===== src/rtl/hazard_scoreboard_pkg.sv =====
// hazard_scoreboard_pkg: shared constants, stall-cause type and LONG-code helper
// for the operand hazard scoreboard.
package hazard_scoreboard_pkg;

   localparam int HZ_MAX_LAT = 4;

   typedef enum logic [2:0] {HZ_NONE, HZ_STICKY, HZ_RAW1, HZ_RAW2, HZ_WAW} hz_cause_e;

   function automatic logic [7:0] hz_lat_long(input int width);
      return 8'((1 << width) - 1);
   endfunction

endpackage


===== src/rtl/hazard_sb_entry.sv =====
// hazard_sb_entry: one register's pending counter; loads on issue, counts fixed
// latencies down unless held, and parks LONG entries until their writeback.
module hazard_sb_entry
   import hazard_scoreboard_pkg::*;
#(
   parameter int CNT_W = 3
) (
   input  logic             clk,
   input  logic             rst,
   input  logic             issue,
   input  logic             hold,
   input  logic             wb_clr,
   input  logic [CNT_W-1:0] lat,
   output logic [CNT_W-1:0] cnt
);

   localparam logic [CNT_W-1:0] LONG = CNT_W'(hz_lat_long(CNT_W));

   logic [CNT_W-1:0] cnt_nxt;

   // issue takes priority over both the decrement and the writeback clear
   always_comb
      cnt_nxt = issue ? lat :
                (cnt == LONG) ? (wb_clr ? '0 : cnt) :
                (cnt != '0 && !hold) ? cnt - 1'b1 : cnt;

   always_ff @(posedge clk or negedge rst)
      if (!rst) cnt <= '0;
      else      cnt <= cnt_nxt;

endmodule


===== src/rtl/hazard_scoreboard.sv =====
// hazard_scoreboard: per-register operand hazard scoreboard (RAW, WAW, sticky stall).
// Optional stall statistics with HAZARD_STATS_EN; simulation checks with SIM.
module hazard_scoreboard
   import hazard_scoreboard_pkg::*;
#(
   parameter int NUM_REGS = 32,
   parameter int MAX_LAT  = HZ_MAX_LAT,
   parameter int CNT_W    = $clog2(MAX_LAT + 2)
) (
   input  logic             clk,
   input  logic             rst,
   input  logic             id_valid_i,
   input  logic [4:0]       rs1_i,
   input  logic [4:0]       rs2_i,
   input  logic             rs1_used_i,
   input  logic             rs2_used_i,
   input  logic [4:0]       rd_i,
   input  logic             rd_we_i,
   input  logic [CNT_W-1:0] issue_lat_i,
   input  logic             hold_i,
   input  logic             wb_done_i,
   input  logic [4:0]       wb_rd_i,
   input  logic             ext_stall_req_i,
   input  logic             unstall_i,
   output logic             stall_o,
   output logic             sticky_o,
   output logic             busy_o,
   output logic [31:0]      stall_cnt_o
);

   logic [CNT_W-1:0]    cnt [NUM_REGS];
   logic [NUM_REGS-1:0] pend;
   logic                sticky_nxt, hazard, issue;

   assign cnt[0] = '0;

   for (genvar g = 1; g < NUM_REGS; g++) begin : g_ent
      hazard_sb_entry #(.CNT_W(CNT_W)) u_ent (
         .clk    (clk),
         .rst    (rst),
         .issue  (issue && rd_i == 5'(g)),
         .hold   (hold_i),
         .wb_clr (wb_done_i && wb_rd_i == 5'(g)),
         .lat    (issue_lat_i),
         .cnt    (cnt[g])
      );
   end

   for (genvar g = 0; g < NUM_REGS; g++) begin : g_pend
      assign pend[g] = cnt[g] != '0;
   end

   // the rd term is the WAW check, so a pending entry is never overwritten
   assign hazard     = id_valid_i && ((rs1_used_i && pend[rs1_i]) ||
                                      (rs2_used_i && pend[rs2_i]) ||
                                      (rd_we_i    && pend[rd_i]));
   assign sticky_nxt = (sticky_o || ext_stall_req_i) && !unstall_i;
   assign stall_o    = sticky_nxt || hazard;
   assign issue      = id_valid_i && !stall_o && rd_we_i && rd_i != '0 && issue_lat_i != '0;
   assign busy_o     = |pend;

   always_ff @(posedge clk or negedge rst)
      if (!rst) sticky_o <= 1'b0;
      else      sticky_o <= sticky_nxt;

`ifdef HAZARD_STATS_EN
   always_ff @(posedge clk or negedge rst)
      if (!rst)                             stall_cnt_o <= '0;
      else if (stall_o && stall_cnt_o != '1) stall_cnt_o <= stall_cnt_o + 32'd1;
`ifdef SIM
   logic      stall_q;
   hz_cause_e cause;
   always_comb
      cause = sticky_nxt ? HZ_STICKY :
              !id_valid_i ? HZ_NONE :
              (rs1_used_i && pend[rs1_i]) ? HZ_RAW1 :
              (rs2_used_i && pend[rs2_i]) ? HZ_RAW2 :
              (rd_we_i && pend[rd_i]) ? HZ_WAW : HZ_NONE;
   always_ff @(posedge clk or negedge rst)
      if (!rst) stall_q <= 1'b0;
      else      stall_q <= stall_o;
   always_ff @(posedge clk)
      if (rst && stall_o && !stall_q)
         $display("hazard_scoreboard: stall start, cause %s", cause.name());
`endif
`else
   assign stall_cnt_o = '0;
`endif

`ifdef SIM
   localparam logic [CNT_W-1:0] LAT_LONG = CNT_W'(hz_lat_long(CNT_W));
   always_ff @(posedge clk)
      if (rst && id_valid_i && rd_we_i)
         assert (issue_lat_i <= CNT_W'(MAX_LAT) || issue_lat_i == LAT_LONG)
            else $error("hazard_scoreboard: illegal issue latency %0d", issue_lat_i);
`endif

endmodule


===== config.mk =====
export PLATFORM = sky130hd
export DESIGN_NAME = hazard_scoreboard
export DESIGN_NICKNAME = d
export VERILOG_FILES = /design/src/rtl/hazard_scoreboard_pkg.sv /design/src/rtl/hazard_sb_entry.sv /design/src/rtl/hazard_scoreboard.sv
export SDC_FILE = /design/constraint.sdc
export NUM_CORES = 1
export LEC_CHECK = 0
export ABC_AREA = 1
export CORE_MARGIN = 2
export CORE_UTILIZATION = 50
export CTS_CLUSTER_SIZE = 28
export DETAILED_ROUTE_END_ITERATION = 8
export MAX_ROUTING_LAYER = met4
export PLACE_DENSITY = 0.75
export SLEW_MARGIN = 20
export SYNTH_ARGS = -nofsm -noshare
export SYNTH_HDL_FRONTEND = slang
export SYNTH_SLANG_ARGS = --single-unit

===== constraint.sdc =====
create_clock -name clk -period 4.45 [get_ports clk]
set_input_delay 0.89 -clock clk [delete_from_list [all_inputs] [get_ports clk]]
set_output_delay 0.89 -clock clk [all_outputs]
set_load 0.02 [all_outputs]

==> flow_summary.json <==
{
  "cts.path.max_buffers": 2,
  "netlist_area_um2": 7830,
  "synth_seq_cells": 94,
  "diodes": 0,
  "die-width_um": 129,
  "startpoint_type": "input pin",
  "start_util_pct": 51.3,
  "drcViolationCount": 0,
  "antenna_found_initial": 0,
  "io_pins": 68,
  "design.die.area_um2": 16700,
  "required_ps": 3560,
  "setup_viol": 0,
  "cp_cell_sequence": "clkdlybuf4s50_1 -> nand2_2 -> inv_2 -> nand3_1 -> nand2_1 -> nor2_1 -> nor2_1 -> nor2_1 -> nand2_1 -> nand2_1 -> nand3_2 -> nand3_2 -> a21oi_4 -> inv_1 -> clkdlybuf4s50_1",
  "wl_mm": 25.3,
  "crit_type": "in2out",
  "via_per_inst": 5.82,
  "fillCellCount": 1517,
  "port_buffers": 35,
  "grt.overflow.total": 0,
  "row_count": 45,
  "drtPass1Iterations": 6,
  "maxSlewViolCount": 0,
  "clk_pin_slew_ps": 70,
  "ir_drop_uv": 276,
  "yosysSeqAreaShare_pct": 30.0,
  "cpPeakStageDelay_ps": 610,
  "cpMaxStageDelayCell": "clkdlybuf4s50_1",
  "clock.fmax_mhz": 238,
  "routed-via-count": 8626,
  "grt_max_degree": 72,
  "area_growth_pct": 8.83,
  "final_cell_mix": "nand2_1, nand3_1, nor2_1",
  "synth_edf_count": 0,
  "cts_sinks": 94,
  "rsz0062_at_grt": "no",
  "numCtsBuffers": 9,
  "final_common_cell": "nand2_1",
  "avgSynthCellArea_um2": 6.28,
  "cts_resized": 0,
  "status": "finished clean",
  "cts_root_buf": "clkbuf_16",
  "synth-main-ff-cell": "dfrtp_1",
  "grt_pass1_wl_mm": 39.9,
  "synth_cell_type_count": 34,
  "p_leak_nw": 4.11,
  "slew_headroom_pct": 36.7,
  "die_h_um": 129,
  "cts_tree": "built",
  "worstMarginPinSlew_ps": 949,
  "yosys_warnings": 0,
  "min_period_ps": 4210,
  "grt_pass1_vias": 7606,
  "path_delay_family": "buffers and inverters",
  "cts.hold.buffers_added": 0,
  "finalHoldViolations": 0,
  "cp.arrival_ps": 3320,
  "finalCritPeriodShare_pct": 94.6,
  "drive_above_1_share_pct": 4.09,
  "power_density_nw_per_um2": 549,
  "worst-path-max-fanout": 9,
  "cap_violations": 0,
  "worstSetupEndpointType": "output pin",
  "postCtsSetupBuffers": 0,
  "grt_usage_pct": 31.6,
  "coreArea_um2": 15300,
  "cts_max_level": 3,
  "hpwl_mm": 18.2,
  "tns_ps": 0,
  "worstHoldPathType": "reg2reg",
  "routabilityCongestion": 1.03,
  "fin_skew_ps": 6.79,
  "synthArstFlopShare_pct": 100,
  "path_buf_inv": 4,
  "wl_per_cell_um": 17.1,
  "clock_latency_ps": 360,
  "ant_nets": 0,
  "p_total_mw": 4.68,
  "synthCells": 1248,
  "drt_iter0_drc": 1082,
  "fin_nets": 1298
}
## registers in the layout, indices dropped and copies added, names as in the netlist
register         cells
g_ent.u_ent.cnt     93
sticky_o             1
## worst min-delay path, stage by stage, from the launching register on
cell and delay (ps):
dfrtp_1 340, nand3_1 70, nand3_1 70
## per-stage QoR
step / instances / util, % / hold WS (ps) / setup slack [ps] / cell area [um2]
floorplan: 1279 / - / 478 / 1190 / 7950
global placement: 1465 / 54.0 / 494 / 182 / 8240
detailed placement: 1465 / 54.0 / 502 / 166 / 8240
CTS: 1481 / 55.8 / 515 / 154 / 8520
global route: 1481 / 55.9 / 543 / 4.98 / 8530
finish: 1481 / 55.9 / 515 / 240 / 8530
## cell type report
class                      count  area, um2  share of cell area [%]
multi-input combinational    955       4560                    53.5
sequential                    94       2350                    27.6
inverter                     147        552                    6.47
timing repair buffer          58        523                    6.13
tap                          211        264                    3.10
clock buffer                  10        239                    2.80
clock inverter                 6       37.5                   0.440
## kinds of logic (layout without fill, tap and decap cells)
family | count (synthesis) | count (layout) | synth area share, %
other cells | 1 | 32 | 0.0479
flops | 94 | 94 | 30.0
simple gates | 783 | 783 | 45.7
xor+xnor | 29 | 29 | 3.24
buf+inv | 230 | 221 | 13.4
compound gates | 111 | 111 | 7.62
## power by group
group	total [mW]	switching [mW]	internal, mW	leakage (nW)
combinational	2.42	1.62	0.802	2.80
clock	0.737	0.346	0.391	0.130
sequential	1.52	0.292	1.23	1.18
total	4.68	2.26	2.42	4.11
## path summary, 6_finish.rpt
check | start | depth (start not counted) | slack [ps] | endpoint
setup / recovery | rd_i[1] | 15 | 240 | stall_o
max in group asynchronous | rst | 2 | 2890 | g_ent[24].u_ent.cnt[0]
hold reg to reg | g_ent[12].u_ent.cnt[2] | 2 | 520 | g_ent[12].u_ent.cnt[2]
setup reg to reg | g_ent[28].u_ent.cnt[1] | 14 | 1610 | g_ent[23].u_ent.cnt[1]
min in group asynchronous | rst | 1 | 670 | g_ent[1].u_ent.cnt[0]
hold / removal | g_ent[12].u_ent.cnt[2] | 2 | 520 | g_ent[12].u_ent.cnt[2]
## synth_stat cells (5+ instances only)
master / count / area (um2)
nand2_1: 260 / 976
nand3_1: 218 / 1090
nor2_1: 156 / 586
inv_1: 143 / 537
nand4_1: 106 / 663
dfrtp_1: 94 / 2350
o21ai_0: 63 / 315
buf_4: 35 / 263
clkbuf_1: 32 / 120
o21ai_1: 28 / 140
nor3_1: 21 / 105
xnor2_1: 15 / 131
xor2_1: 14 / 123
buf_2: 8 / 40.0
nor4_1: 7 / 43.8
a21oi_1: 6 / 30.0
buf_6: 6 / 67.6
o211ai_1: 5 / 37.5
## per-layer routing
| layer | up-vias | track usage (%) | part of all wire [%] |
|---|---|---|---|
| met2 | 462 | 48.3 | 45 |
| met4 | 0 | 14.9 | 4.5 |
| met3 | 72 | 5.45 | 9.4 |
| met5 | - | - | 0 |
| met1 | 3933 | 40.9 | 41 |
| li1 | 4159 | - | - |
(Power assumes the default switching activity.)
==> RTL change: new RTL, same flow settings <==
The parameter `NUM_REGS` goes from 32 to 64.
--- a/src/rtl/hazard_scoreboard.sv
+++ b/src/rtl/hazard_scoreboard.sv
@@ -4,5 +4,5 @@
    import hazard_scoreboard_pkg::*;
 #(
-   parameter int NUM_REGS = 32,
+   parameter int NUM_REGS = 64,
    parameter int MAX_LAT  = HZ_MAX_LAT,
    parameter int CNT_W    = $clog2(MAX_LAT + 2)
Check against the original RTL: not settled (the Yosys comparison gave no result); the edit may change what the design does.
==> RTL change against the unedited design <==
  * Total power grew 110%
  * Synthesized cell count grew 80%
  * Sequential cell count grew 96
  * Wire length grew 79%
  * Area after synthesis grew 82%
  * Design area grew 84%
  * Sequential power grew 110%
  * Worst setup slack lost 67 ps
  * Count of clock-buffer cells in the layout grew 7
  * Critical endpoint is now busy_o
==> RTL change: results (changes against the unedited design) <==
- The number of pins with negative max-slew slack in the final report came to 0 (unchanged).
- The proportion of register bits with asynchronous set or reset after synthesis is 1.00 (unchanged).
- The met1 wire length is 19800 µm (+90%).
- The met2 global-route usage came to 0.498 (+0.0150).
- In the post-synthesis netlist, the biggest area contributors are sky130_fd_sc_hd__dfrtp_1 (33%), sky130_fd_sc_hd__nand2_1 (18%), sky130_fd_sc_hd__nor2_1 (8.8%).
- The peak ir drop on the vdd network came to 0.424 mV (+53%).
- The violation count after the first detailed-routing iteration was 1267 (+17%).
- The clock insertion delay at the later pin of the skew report is 460 ps (+100 ps).
- The maximum number of pins on one net before global-route repair is 87 (+21%).
- The source of the worst register-to-register timing path is g_ent[11].u_ent.cnt[0].
- The number of antenna violations at the first check in global routing was 0 (unchanged).
- The maximum level of the CTS H-tree is 4 (+1).
- The TritonCTS buffer count came to 17 (+8).
- The number of fill cells in the layout is 2717 (+79%).
- The net count of the finished layout is 2353 (+81%).
- The length of the first detailed-routing pass in iterations is 5 (-1).
- The ratio of cells with drive above 1 in the final layout is 0.0452 (+0.00425).
- In the final layout, the registers with the most flip-flops are g_ent.u_ent.cnt (189), sticky_o (1).
- Among all stages on the critical path, the largest delay is contributed by sky130_fd_sc_hd__or4_1.
- The number of distinct library cells after synthesis is 40 (+18%).
- The post-synthesis sequential area ratio is 0.333 (+0.0330).
- The final critical path time including I/O delays and setup is 4280 ps (+66.7 ps).
- The min-delay analysis places its worst path in the category in2async.
- The global-route met3 utilization is 0.0352 (-0.0193).
- The pre-CTS setup slack is 90.9 ps (-75.5 ps).
- The setup clock skew after layout is 14.0 ps (+7.26 ps).
- The global-route usage over all layers was 0.313 (-0.00286).
- The placer congestion estimate was 1.03 (-0.53%).
- The standby leakage power came to 8.02 nW (+95%).
- The post-DP HPWL is 33500 µm (+84%).
- The routed wire length per instance was 16.9 µm (-0.79%).
- The via count of the first global-routing pass is 13800 (+82%).
- The arrival time of data at the critical path endpoint is 3390 ps (+70 ps).
- Counting instances in the post-synthesis netlist gives the leading cell types as sky130_fd_sc_hd__nand2_1 (699), sky130_fd_sc_hd__nor2_1 (334), sky130_fd_sc_hd__inv_1 (275).
- The met1 track demand over resource in global routing is 0.413 (+0.00348).
- The run finished with clean final reports.
- The fraction of power spent switching nets is 0.460 (-0.0227).
- The number of cells traversed by the worst register-to-register path is 16 (+2).
- The post-detailed-placement cell area is 15000 µm² (+82%).
- The ratio of routed vias to standard cells was 5.56 (-4.5%).
- The maximum fanout along the worst path is 3 (-6).
- The area growth from synthesis to layout is 9.89%.
- The total met2 wirelength after detailed routing is 20800 µm (+83%).
- The routed wire length on met3 is 3160 µm (+33%).
- Tracing the worst setup path back leads to its startpoint at g_ent[56].u_ent.cnt[0].
- The global-route wire length before repair is 72200 µm (+81%).
-- RTL change: cell count changes after synthesis, moves of 10 or more --
| cell | unedited run | this run |
|---|---|---|
| sky130_fd_sc_hd__nor3_1 | 21 | 5 |
| sky130_fd_sc_hd__nand4_1 | 106 | 75 |
| sky130_fd_sc_hd__nor2_2 | 2 | 12 |
| sky130_fd_sc_hd__o21bai_1 | 2 | 33 |
| sky130_fd_sc_hd__inv_1 | 143 | 275 |
| sky130_fd_sc_hd__dfrtp_1 | 94 | 190 |
| sky130_fd_sc_hd__ha_1 | 0 | 32 |
| sky130_fd_sc_hd__a21oi_1 | 6 | 16 |
| sky130_fd_sc_hd__o21ai_1 | 28 | 2 |
| sky130_fd_sc_hd__o21ai_0 | 63 | 131 |
| sky130_fd_sc_hd__nor2_1 | 156 | 334 |
| sky130_fd_sc_hd__xor2_1 | 14 | 34 |
| sky130_fd_sc_hd__nand2_1 | 260 | 699 |
-- RTL change: worst max-delay path: cells and delay by family, from the launching register on --
family / cells / cell delay (ps)
DFF: 1 / 410
adders and majority gates: 1 / 200
buffers and inverters: 1 / 590
and+or+nand+nor: 5 / 1730
-- RTL change: power groups by stage --
stage | sequential, mW | combinational [mW] | clock (mW)
after CTS | 3.24 | 4.91 | 1.72
after global routing | 3.38 | 5.67 | 1.80
after detailed placement | 3.25 | 4.88 | 0
after floorplan | 3.11 | 3.76 | 0
after global placement | 3.23 | 4.73 | 0
final | 3.26 | 4.96 | 1.71
-- RTL change: cell type report --
class,instances,area share
clock inverter,15,0.0134
clock buffer,17,0.0271
tap,378,0.0302
multi-input combinational,1726,0.519
sequential,190,0.303
inverter,282,0.0675
timing repair buffer,71,0.0398
-- RTL change: repair_timing --
action                     4_1_cts  5_1_grt
gates resized for setup          0        2
buffers inserted                 0        0
setup endpoints to repair        0        1
hold buffers                     0        0
-- RTL change: path summary, 6_finish.rpt --
path,slack (ps),endpoint
min in group clk,500,g_ent[12].u_ent.cnt[2]
max reg2reg,1090,g_ent[35].u_ent.cnt[1]
min reg2reg,500,g_ent[12].u_ent.cnt[2]
max in group asynchronous,2920,g_ent[45].u_ent.cnt[1]
max,170,busy_o
min,470,g_ent[32].u_ent.cnt[0]
-- RTL change: kinds of logic after synthesis --
group	Yosys count	share of synthesized area
simple gates	1393	0.413
buf+inv	363	0.106
compound gates	214	0.0863
flops	190	0.333
xor+xnor	55	0.0338
fa+ha+maj	32	0.0281
other cells	1	0.000263
-- RTL change: stage by stage --
stage               cells  hold WS [ps]
floorplan            2279           453
global placement     2647           468
detailed placement   2647           480
CTS                  2679           498
global route         2679           537
finish               2679           470
